--- config.mk ---
export PLATFORM = sky130hd
export DESIGN_NAME = matrix_result_collector
export DESIGN_NICKNAME = d
export VERILOG_FILES = /design/src/rtl/matrix_result_collector.sv
export SDC_FILE = /design/constraint.sdc
export NUM_CORES = 1
export LEC_CHECK = 0
export BUFFER_PORTS_ARGS = -buffer_cell sky130_fd_sc_hd__buf_4
export CAP_MARGIN = 20
export CORE_MARGIN = 5
export CORE_UTILIZATION = 55
export DETAILED_ROUTE_END_ITERATION = 10
export HOLD_SLACK_MARGIN = 0.12
export PLACE_DENSITY = 0.74
export SETUP_SLACK_MARGIN = 0.15
export SKIP_LAST_GASP = 1
export SLEW_MARGIN = 10
export SYNTH_ARGS = -nofsm -noshare
export SYNTH_HDL_FRONTEND = slang
export SYNTH_SLANG_ARGS = --single-unit
export TNS_END_PERCENT = 20
--- constraint.sdc ---
create_clock -name clk -period 5.6 [get_ports clk]
set_clock_uncertainty 0.15 [all_clocks]
set_input_delay 1.12 -clock clk [delete_from_list [all_inputs] [get_ports clk]]
set_output_delay 1.12 -clock clk [all_outputs]
set_load 0.05 [all_outputs]
--- src/rtl/matrix_result_collector.sv ---
// matrix_result_collector: captures the multiplier's byte-serial result matrix after done,
// keeps a running checksum and holds the matrix for registered random-access readback until ack.
module matrix_result_collector #(
    parameter int ROWS   = 3,
    parameter int COLS   = 3,
    parameter int DATA_W = 8,
    parameter int AW     = 4,
    parameter int SUM_W  = 12
) (
    input  logic              clk,
    input  logic              rst,
    input  logic              done_in,
    input  logic [DATA_W-1:0] data_in,
    input  logic              ack,
    input  logic [AW-1:0]     rd_addr,
    output logic [DATA_W-1:0] rd_data,
    output logic              result_valid,
    output logic              busy,
    output logic              overrun,
    output logic [SUM_W-1:0]  sum
);
    localparam int N = ROWS * COLS;

    typedef enum logic [1:0] {IDLE, CAPTURE, HOLD} state_t;

    state_t            state;
    logic [AW-1:0]     count;
    logic [DATA_W-1:0] mem [N];

    always_ff @(posedge clk or negedge rst) begin
        if (!rst) begin
            state        <= IDLE;
            count        <= '0;
            sum          <= '0;
            rd_data      <= '0;
            result_valid <= 1'b0;
            busy         <= 1'b0;
            overrun      <= 1'b0;
            for (int i = 0; i < N; i++) mem[i] <= '0;
        end else begin
            rd_data <= (int'(rd_addr) < N) ? mem[rd_addr] : '0;
            case (state)
                IDLE: if (done_in) begin
                    state <= CAPTURE;
                    busy  <= 1'b1;
                    count <= '0;
                    sum   <= '0;
                end
                CAPTURE: begin
                    mem[count] <= data_in;
                    sum        <= sum + SUM_W'(data_in);
                    count      <= count + 1'b1;
                    if (done_in) overrun <= 1'b1;
                    if (count == AW'(N - 1)) begin
                        state        <= HOLD;
                        busy         <= 1'b0;
                        result_valid <= 1'b1;
                    end
                end
                HOLD: if (ack) begin
                    // ack together with done re-arms straight into a new capture
                    result_valid <= 1'b0;
                    count        <= '0;
                    if (done_in) begin
                        state <= CAPTURE;
                        busy  <= 1'b1;
                        sum   <= '0;
                    end else begin
                        state <= IDLE;
                    end
                end else if (done_in) begin
                    overrun <= 1'b1;
                end
                default: state <= IDLE;
            endcase
        end
    end
endmodule

==> results.yml <==
pwr:
  power_density_nw_per_um2: 581
  vdd_ir_drop_max_mv: 0.312
  p_leak_nw: 2.34
global_route:
  grt_pass1_vias: 3129
  antenna_found_initial: 0
  grt_max_degree: 60
  grt_pass1_wl_um: 16100
  gr-total-overflow: 0
  grtUsageMet3_pct: 3.22
  grt_use_total_pct: 20.3
  met2_usage_pct: 33.3
  grt_util_met1_pct: 27.3
  grt.busiest_layer: "met2"
route:
  first_pass_iters: 4
  via_count: 3008
  drt-total-wl_um: 9910
  antenna_left: 0
  avgRoutedWirePerCell_um: 19.9
  drt_iter0_markers: 72
  routed_via_density: 6.03
  drcViolationCount: 0
floorplanning:
  rows: 34
  ioPinCount: 39
  dieArea_um2: 10700
  core-area_um2: 8590
  fp.dieW_um: 103
  die_h_um: 103
  start_util_pct: 55.6
synthesis:
  async_flop_share_pct: 100
  syn_inst: 346
  synth_flop_cell: "dfrtp_1"
  synth_most_common_cell: "dfrtp_1"
  ys_seq_area_share_pct: 52.9
  synth_top_area_share_pct: 52.9
  syn_area_um2: 4780
  avgSynthCellArea_um2: 13.8
  synth_top_area_cell: "dfrtp_1"
  yosysUniqueCellTypes: 49
  yosys-top-cells-area: "dfrtp_1, mux2_2, mux4_2"
  synth_seq_cells: 101
  synth_common_cells: "dfrtp_1, mux2_2, nand2_1"
  synth_enable_flop_cells: 0
  synthesis.nets: 375
  synth_warnings: 0
worst_setup_path:
  crit_type: "in2reg"
  critPathTopFamily: "compound AO/OA/AOI/OAI gates"
  crit_fanout: 10
  startpoint_type: "input pin"
  worstPathCellList: "buf_4, ha_1, and4_1, a2bb2oi_1, a2111oi_0, mux2i_1"
  worst-endpoint-arrival_ns: 2.83
  cp-end-kind: "flop"
  path_buf_inv: 1
  max_stage_delay_ns: 0.56
  cp.required_ns: 5.74
  cp_slowest_cell: "a2111oi_0"
cts:
  cts_resized: 0
  cts.path.max_buffers: 2
  cts_tree: "built"
  numCtsBuffers: 9
  cts_setup_buffers: 0
  clock_sinks: 101
  h-tree-depth: 3
  clkTransAtPathRegs_ns: 0.09
  root_buffer: "clkbuf_8"
  insertion_delay_ns: 0.36
  hold_buffers: 0
place:
  io_buffers: 38
  gp_congestion: 0.837
  place_ws_ns: 2.58
  dp_hpwl_um: 6680
sta:
  finalWorstSetupSlack_ns: 2.91
  maxSlewViolCount: 0
  setup_tns_ns: 0
  tightest_slew_ns: 1.02
  setup_viol_count_final: 0
  slew-limit-headroom_pct: 31.9
  rsz0062_at_grt: "false"
  hold_viol: 0
  finalCriticalPeriod_ns: 2.69
  fin_crit_sh_pct: 48.1
  fmax_ghz: 0.371
layout:
  layout.nets: 415
  multiInputGateArea_um2: 2180
  drive_above_1_share_pct: 38.9
  diodes: 0
  syn_to_final_growth_pct: 12.0
  fill_cells: 696
  seqCellArea_um2: 2530
hold_path:
  hold_class: "reg2reg"
run_status:
  status: "finished clean"
flow_run:
  max_cap_viol_count: 0
-- path summary, 6_finish.rpt --
check / start / endpoint / slack [ns] / cells past startpoint
worst max-delay path: data_in[6] / sum[11] / 2.91 / 6
worst min-delay path: overrun / overrun / 0.32 / 1
worst max register to register: count[0] / mem[2] / 3.33 / 5
worst min register to register: overrun / overrun / 0.32 / 1
max in group asynchronous: rst / mem[23] / 3.57 / 2
min in group asynchronous: rst / rd_data[4] / 0.59 / 1
-- final cells by class --
type,instances,area share (%)
Sequential cell,101,47.2
Multi-Input combinational cell,229,40.8
Timing Repair Buffer,39,5.47
Clock buffer,12,3.08
Tap cell,108,2.52
Clock inverter,4,0.561
Inverter,6,0.420
-- registers in the layout, summed over array words and instances (netlist names) --
signal,cells
busy,1
count,4
mem,72
overrun,1
rd_data,8
result_valid,1
state,2
sum,12
-- placed cells by master (no fill, tap or decap), types with 2 or more instances in the layout --
master,netlist,layout
buf_4,1,39
xor2_1,2,2
ha_1,12,12
nor2_1,3,3
mux4_2,16,16
o22ai_1,2,2
nand4_1,2,2
inv_1,6,6
mux2_1,3,3
a21oi_1,10,10
nand2_1,28,28
nor2b_1,2,2
mux2i_1,12,12
nand3_1,4,4
nand2_2,4,4
a211o_1,2,2
a21o_1,4,4
nand3b_1,2,2
mux2_2,70,70
clkbuf_8,0,12
nand2b_1,2,2
a22o_1,5,5
o21ai_0,19,19
xnor2_1,4,4
dfrtp_1,101,101
-- report_power, final --
| group | switching (mW) | internal [mW] |
|---|---|---|
| sequential | 0.208 | 1.08 |
| combinational | 0.720 | 0.660 |
| clock | 0.246 | 0.200 |
-- through the flow --
step | power (mW) | utilization (%) | std cells | hold slack, ns | instance area [um2]
final | 3.11 | 62.3 | 499 | 0.317 | 5360
after global routing | 3.31 | 62.3 | 499 | 0.359 | 5360
after CTS | 3.13 | 62.3 | 499 | 0.322 | 5360
after detailed placement | 2.69 | 60.1 | 483 | 0.299 | 5160
after global placement | 2.63 | 60.1 | 483 | 0.295 | 5160
after floorplan | 2.32 | - | 346 | 0.296 | 4780
-- layer usage --
| metal | wire length (um) | vias up |
|---|---|---|
| li1 | - | 1369 |
| met1 | 4490 | 1539 |
| met2 | 4770 | 82 |
| met3 | 458 | 18 |
| met4 | 187 | 0 |
| met5 | 0 | - |
-- logic make-up (layout without fill, tap and decap cells) --
family | Yosys count | in the layout | share of synthesized area [%]
XOR/XNOR | 6 | 6 | 1.10
adder cells (fa/ha/maj) | 13 | 13 | 3.56
multiplexers | 101 | 101 | 27.2
AO/OA/AOI/OAI | 53 | 53 | 7.35
buffers and inverters | 16 | 61 | 1.47
AND/OR/NAND/NOR | 56 | 56 | 6.41
flip-flops | 101 | 101 | 52.9
No activity file was read; power rests on OpenSTA's default activity.
